==> src/rtl/icache_pkg.sv <==
// Shared types and constants for the set-associative instruction cache.
package icache_pkg;

  typedef enum logic [1:0] {
    S_IDLE           = 2'd0,
    S_REFILL         = 2'd1,
    S_REFILL_DISCARD = 2'd2
  } state_t;

  localparam int CNT_W = 32;

endpackage

==> src/rtl/icache_way.sv <==
// One cache way: per-set valid bit, tag and line data, with one read and one fill port.
module icache_way #(
  parameter int SETS   = 4,
  parameter int LINE_W = 128,
  parameter int TAG_W  = 26,
  parameter int IDX_W  = 2
) (
  input  logic              clk,
  input  logic              reset,
  input  logic              i_flush,
  input  logic [IDX_W-1:0]  i_rd_idx,
  output logic              o_rd_valid,
  output logic [TAG_W-1:0]  o_rd_tag,
  output logic [LINE_W-1:0] o_rd_line,
  input  logic              i_wr_en,
  input  logic [IDX_W-1:0]  i_wr_idx,
  input  logic [TAG_W-1:0]  i_wr_tag,
  input  logic [LINE_W-1:0] i_wr_line
);

  logic [SETS-1:0]   r_valid;
  logic [TAG_W-1:0]  r_tag  [SETS];
  logic [LINE_W-1:0] r_data [SETS];

  // NOTE: sequential state uses non-blocking (<=) so every flop samples pre-edge values.
  always_ff @(posedge clk or negedge reset) begin
    if (!reset)       r_valid <= '0;
    else if (i_flush) r_valid <= '0;
    else if (i_wr_en) r_valid[i_wr_idx] <= 1'b1;
  end

  // NOTE: tag/data arrays carry no reset; the valid bit alone qualifies their contents.
  always_ff @(posedge clk) begin
    if (i_wr_en) begin
      r_tag[i_wr_idx]  <= i_wr_tag;
      r_data[i_wr_idx] <= i_wr_line;
    end
  end

  assign o_rd_valid = r_valid[i_rd_idx];
  assign o_rd_tag   = r_tag[i_rd_idx];
  assign o_rd_line  = r_data[i_rd_idx];

endmodule

==> src/rtl/instr_cache_sa.sv <==
// Set-associative instruction cache with combinational lookup and a single outstanding line refill.
module instr_cache_sa
  import icache_pkg::*;
#(
  parameter int SETS       = 4,
  parameter int WAYS       = 2,
  parameter int LINE_BYTES = 16
) (
  input  logic                    clk,
  input  logic                    reset,
  input  logic                    flush,
  input  logic                    mem_read,
  input  logic [31:0]             address,
  output logic [31:0]             readdata,
  output logic                    cache_hit,
  output logic                    fetch,
  output logic                    reqI_mem,
  output logic [31:0]             reqAddrI_mem,
  input  logic [8*LINE_BYTES-1:0] data_from_mem,
  input  logic                    read_ready_from_mem,
  output logic [31:0]             hit_cnt,
  output logic [31:0]             miss_cnt
);

  localparam int LINE_W = 8 * LINE_BYTES;
  localparam int OFF_W  = $clog2(LINE_BYTES);
  localparam int IDX_W  = $clog2(SETS);
  localparam int TAG_W  = 32 - OFF_W - IDX_W;

  state_t           r_state;
  logic             r_req;
  logic [31:0]      r_req_addr;
  logic [CNT_W-1:0] r_hit_cnt;
  logic [CNT_W-1:0] r_miss_cnt;

  logic [TAG_W-1:0]  w_tag, w_fill_tag;
  logic [IDX_W-1:0]  w_idx, w_fill_idx, w_rd_idx;
  logic [OFF_W-1:0]  w_off;
  logic [OFF_W+4:0]  w_shamt;
  logic [WAYS-1:0]   w_way_valid, w_way_hit, w_way_we;
  logic [TAG_W-1:0]  w_way_tag  [WAYS];
  logic [LINE_W-1:0] w_way_line [WAYS];
  logic [LINE_W-1:0] w_hit_line, w_shifted;
  logic              w_lookup_hit, w_miss, w_fill, w_victim;

  assign w_tag      = address[31 -: TAG_W];
  assign w_idx      = address[OFF_W +: IDX_W];
  assign w_off      = address[OFF_W-1:0];
  // The latched request address is the single source of the fill target.
  assign w_fill_tag = r_req_addr[31 -: TAG_W];
  assign w_fill_idx = r_req_addr[OFF_W +: IDX_W];
  assign w_rd_idx   = (r_state == S_IDLE) ? w_idx : w_fill_idx;

  for (genvar g = 0; g < WAYS; g++) begin : g_way
    icache_way #(
      .SETS(SETS), .LINE_W(LINE_W), .TAG_W(TAG_W), .IDX_W(IDX_W)
    ) u_way (
      .clk       (clk),
      .reset     (reset),
      .i_flush   (flush),
      .i_rd_idx  (w_rd_idx),
      .o_rd_valid(w_way_valid[g]),
      .o_rd_tag  (w_way_tag[g]),
      .o_rd_line (w_way_line[g]),
      .i_wr_en   (w_way_we[g]),
      .i_wr_idx  (w_fill_idx),
      .i_wr_tag  (w_fill_tag),
      .i_wr_line (data_from_mem)
    );
    assign w_way_hit[g] = w_way_valid[g] && (w_way_tag[g] == w_tag);
    assign w_way_we[g]  = w_fill && (w_victim == 1'(g));
  end

  assign w_lookup_hit = (r_state == S_IDLE) && (|w_way_hit);
  assign w_miss       = (r_state == S_IDLE) && mem_read && !flush && !w_lookup_hit;
  assign w_fill       = (r_state == S_REFILL) && read_ready_from_mem && !flush;

  assign cache_hit = reset && mem_read && !flush && w_lookup_hit;
  assign fetch     = !reset || ((r_state == S_IDLE) && !flush && (!mem_read || w_lookup_hit));

  // NOTE: every always_comb target gets a default first so no latch is inferred.
  always_comb begin
    w_hit_line = '0;
    for (int w = 0; w < WAYS; w++) begin
      if (w_way_hit[w]) w_hit_line = w_hit_line | w_way_line[w];
    end
  end

  assign w_shamt   = {w_off >> 2, 5'b00000};
  assign w_shifted = w_hit_line >> w_shamt;
  assign readdata  = cache_hit ? w_shifted[31:0] : 32'h0;

  if (WAYS == 2) begin : g_lru
    logic [SETS-1:0] r_lru;  // way to evict next in each set

    assign w_victim = !w_way_valid[0] ? 1'b0 :
                      !w_way_valid[1] ? 1'b1 : r_lru[w_fill_idx];

    always_ff @(posedge clk or negedge reset) begin
      if (!reset)         r_lru <= '0;
      else if (w_fill)    r_lru[w_fill_idx] <= ~w_victim;
      else if (cache_hit) r_lru[w_idx] <= w_way_hit[0];
    end
  end else begin : g_direct
    assign w_victim = 1'b0;
  end

  always_ff @(posedge clk or negedge reset) begin
    if (!reset) begin
      r_state    <= S_IDLE;
      r_req      <= 1'b0;
      r_req_addr <= '0;
    end else begin
      case (r_state)
        S_IDLE: if (w_miss) begin
          r_state    <= S_REFILL;
          r_req      <= 1'b1;
          r_req_addr <= {w_tag, w_idx, {OFF_W{1'b0}}};
        end
        S_REFILL: if (read_ready_from_mem) begin
          r_state <= S_IDLE;
          r_req   <= 1'b0;
        end else if (flush) begin
          r_state <= S_REFILL_DISCARD;
        end
        S_REFILL_DISCARD: if (read_ready_from_mem) begin
          r_state <= S_IDLE;
          r_req   <= 1'b0;
        end
        default: begin
          r_state <= S_IDLE;
          r_req   <= 1'b0;
        end
      endcase
    end
  end

  always_ff @(posedge clk or negedge reset) begin
    if (!reset) begin
      r_hit_cnt  <= '0;
      r_miss_cnt <= '0;
    end else begin
      if (cache_hit && (r_hit_cnt != '1)) r_hit_cnt  <= r_hit_cnt + 1'b1;
      if (w_miss && (r_miss_cnt != '1))   r_miss_cnt <= r_miss_cnt + 1'b1;
    end
  end

  assign reqI_mem     = r_req;
  assign reqAddrI_mem = r_req_addr;
  assign hit_cnt      = r_hit_cnt;
  assign miss_cnt     = r_miss_cnt;

endmodule

==> config.mk <==
export PLATFORM = sky130hd
export DESIGN_NAME = instr_cache_sa
export DESIGN_NICKNAME = d
export VERILOG_FILES = /design/src/rtl/icache_pkg.sv /design/src/rtl/icache_way.sv /design/src/rtl/instr_cache_sa.sv
export SDC_FILE = /design/constraint.sdc
export NUM_CORES = 2
export LEC_CHECK = 0
export ABC_AREA = 1
export BUFFER_PORTS_ARGS = -buffer_cell sky130_fd_sc_hd__buf_2
export CORE_MARGIN = 5
export CORE_UTILIZATION = 40
export DETAILED_ROUTE_END_ITERATION = 6
export GPL_ROUTABILITY_DRIVEN = 0
export HOLD_SLACK_MARGIN = 0.02
export SLEW_MARGIN = 20
export SYNTH_ARGS = -nofsm -noshare
export SYNTH_HDL_FRONTEND = slang
export SYNTH_SLANG_ARGS = --single-unit
==> constraint.sdc <==
create_clock -name clk -period 11.9 [get_ports clk]
set_input_delay 1.785 -clock clk [delete_from_list [all_inputs] [get_ports clk]]
set_output_delay 1.785 -clock clk [all_outputs]
set_load 0.05 [all_outputs]
==> results.cfg <==
[clock_tree]
htreeDepth = 4
root_buffer = clkbuf_16
cts_hold_buf = 0
postCtsSetupBuffers = 0
cts_buffer_depth = 3
cts.clk_slew.worst_paths_ns = 0.06
numCtsBuffers = 143
clk_latency_ns = 0.76
cts-resized-gates = 0
cts_sinks = 1339
cts_tree = built

[synthesis]
synth_flop_cell = edfxtp_1
yosysWarnings = 0
yosysSeqAreaShare_pct = 69.86
synthCells = 5041
synth_xor_area_share_pct = 0.7248
synth_top_area_share_pct = 65.14
synth_top_family_by_area = simple AND/OR/NAND/NOR gates
synth_common_cells = 1232 x edfxtp_1, 816 x nand2_1, 659 x nor2_1
netlist_area_mm2 = 0.05679
synthArstFlopShare_pct = 7.991
ys_top_cells_by_area = edfxtp_1 65%, nand3_1 5.6%, nand2_1 5.4%
synth-compound-area-share_pct = 8.610
synthSimpleGateAreaFrac_pct = 16.68
ys_ff_latch = 1339
synth-adder-area-share_pct = 0.1322
synth.most_common_cell = edfxtp_1
yosys.area.top_type = edfxtp_1
postSynthAreaPerCell_um2 = 11.27
yosys.cell_types.count = 40
synth.area.mux_share_pct = 0
synth_edf_count = 1232

[critical_path]
criticalPathCategory = reg2out
r2r_cells = 14
cp.arrival_ns = 7.12
crit_fanout = 129
crit_path_start_kind = flip-flop
cp.required_ns = 10.12
endpoint_kind = output pin

[timing]
relSlewSlack_pct = 19.94
tightest_slew_ns = 1.201
clock_skew_ns = 0.02913
timing.final.max_slew_violations = 0
finalCritPeriodShare_pct = 74.86
rsz0062_at_grt = false
finalHoldViolCount = 0
setup_viol = 0
fin_crit_ns = 8.908
fmax_ghz = 0.1123
setup_tns_ns = 0

[floorplan]
die_w_um = 386.8
die_area_mm2 = 0.1496
initial_core_util_pct = 40.16
die_h_um = 386.8
ios = 296
rows = 138
core_area_mm2 = 0.1414

[grt]
grt_overflow = 0
grt_pass1_vias = 37670
grt_max_degree = 237
antenna_found_initial = 59
grt.total_usage_pct = 21.58
grt_pass1_wl_mm = 246.0

[drt]
wl_per_cell_um = 23.00
drtIter0Drc = 3832
postRouteWirelength_mm = 166.3
num_vias = 39960
ant_nets = 0
drc = 0
drt-vias-per-instance = 5.525
firstDrtPassIters = 5

[power_and_ir_drop]
power.density_mw_per_mm2 = 219.8
p_leak_nw = 22.49
power_w = 0.01412
peakVddDrop_uv = 236.8

[cells_and_area]
ff_latch_area_mm2 = 0.03967
fin_area_mm2 = 0.06422
nets = 5378
multi_input_area_mm2 = 0.01500
syn2layout_area_growth_pct = 13.08
n_fill_cell = 12830
drive_gt1_share_pct = 10.62

[placement]
dp_hpwl_mm = 89.42
place_area_mm2 = 0.05975
port_buffers = 289

[status]
status = completed

[worst_hold_path]
hp-class = reg2reg
worstHoldPathCells = 2

[flow_run]
max_cap_violations = 0
[through the flow]
step / utilization [%] / hold slack, ns / setup slack (ns) / cells
global route: 45.38 / 0.5026 / 2.492 / 7212
finish: 45.41 / 0.4729 / 2.992 / 7232
detailed placement: 42.25 / 0.4585 / 3.380 / 6951
CTS: 45.35 / 0.4724 / 3.045 / 7201
floorplan: - / 0.4422 / 1.767 / 5044
global placement: 42.25 / 0.4600 / 3.368 / 6951
[cell type report]
| type | count | area share, % |
|---|---|---|
| diodes | 30 | 0.1169 |
| clock buffers | 192 | 6.118 |
| clock inverters | 58 | 0.6955 |
| inverters | 199 | 1.163 |
| multi-input cells | 3188 | 23.35 |
| flip-flops and latches | 1339 | 61.78 |
| well taps | 1890 | 3.682 |
| repair buffers | 336 | 3.098 |
[registers in the layout (all words and copies together), names as in the netlist, 2 cells and up]
signal,flops
g_way.u_way.r_data,1024
g_way.u_way.r_tag,208
g_lru.r_lru,4
hit_cnt,32
miss_cnt,32
g_way.u_way.r_valid,8
reqAddrI_mem,28
r_state,2
[layout by cell type (no fill, tap or decap), types with 6 or more instances in the layout]
cell type,netlist,layout
nand3_1,636,635
clkbuf_16,0,148
clkinv_1,1,28
nand3_2,11,12
ha_1,6,6
dfrtp_1,107,107
nor4_1,11,11
nand3b_1,10,10
clkinv_2,0,15
xor2_1,31,31
nand2_1,816,816
xnor2_1,16,16
diode_2,0,30
clkbuf_8,0,6
nand4_1,27,27
buf_12,0,15
inv_2,6,6
nor2_4,1,13
o21ai_1,12,11
a21oi_1,36,36
edfxtp_1,1232,1232
nor3_1,37,37
clkbuf_1,172,38
o21ai_0,590,590
buf_4,39,33
buf_2,73,288
o22ai_1,258,258
nor2_1,659,650
inv_1,192,192
[kinds of logic after synthesis]
logic type / count (synthesis)
and+or+nand+nor: 2225
DFF: 1339
AOI/OAI and AO/OA: 906
buffers and inverters: 517
xor gates and xnor gates: 47
adders and majority gates: 6
other: 1
[layer usage]
layer  track usage (%)  up-vias  share of wire (%)
met5                 0        -              0.072
met4             5.941       20                2.1
met3             5.713      291                9.5
met2             33.92     1548                 46
met1             29.81    19720                 42
li1                  -    18380                  -
[worst paths after layout]
path / startpoint / end / slack [ns]
max in group asynchronous: reset / hit_cnt[13] / 9.36
setup reg to reg: r_state[0] / g_way[0].u_way.r_data[1][98] / 4.91
min in group asynchronous: reset / reqAddrI_mem[21] / 1.28
hold / removal: g_lru.r_lru[1] / g_lru.r_lru[1] / 0.47
hold reg to reg: g_lru.r_lru[1] / g_lru.r_lru[1] / 0.47
setup / recovery: r_state[0] / readdata[14] / 2.99
[worst max-delay path: stages, from the launching register on]
cell,delay (ns)
dfrtp_1,0.40
inv_1,0.11
ha_1,0.53
inv_1,0.18
nand2_2,0.69
nand2_8,0.54
buf_4,0.56
nand2_1,0.17
nand3_1,0.11
nand2_1,0.20
nand2_1,0.07
nand2_1,0.14
nand2_1,0.07
nor2_1,0.10
nand2_1,0.11
nor2_4,0.12
buf_12,0.63
nand3_1,0.15
nand3_1,0.19
a21oi_1,0.16
nor2_1,0.52
buf_2,0.37
[power breakdown]
part           total (W)  switching (W)  internal (W)
Combinational    0.00426        0.00314       0.00112
Clock            0.00421        0.00179       0.00242
Sequential       0.00564       0.000160       0.00548
Total             0.0141        0.00509       0.00902
Power figures use the tool's default switching activity.
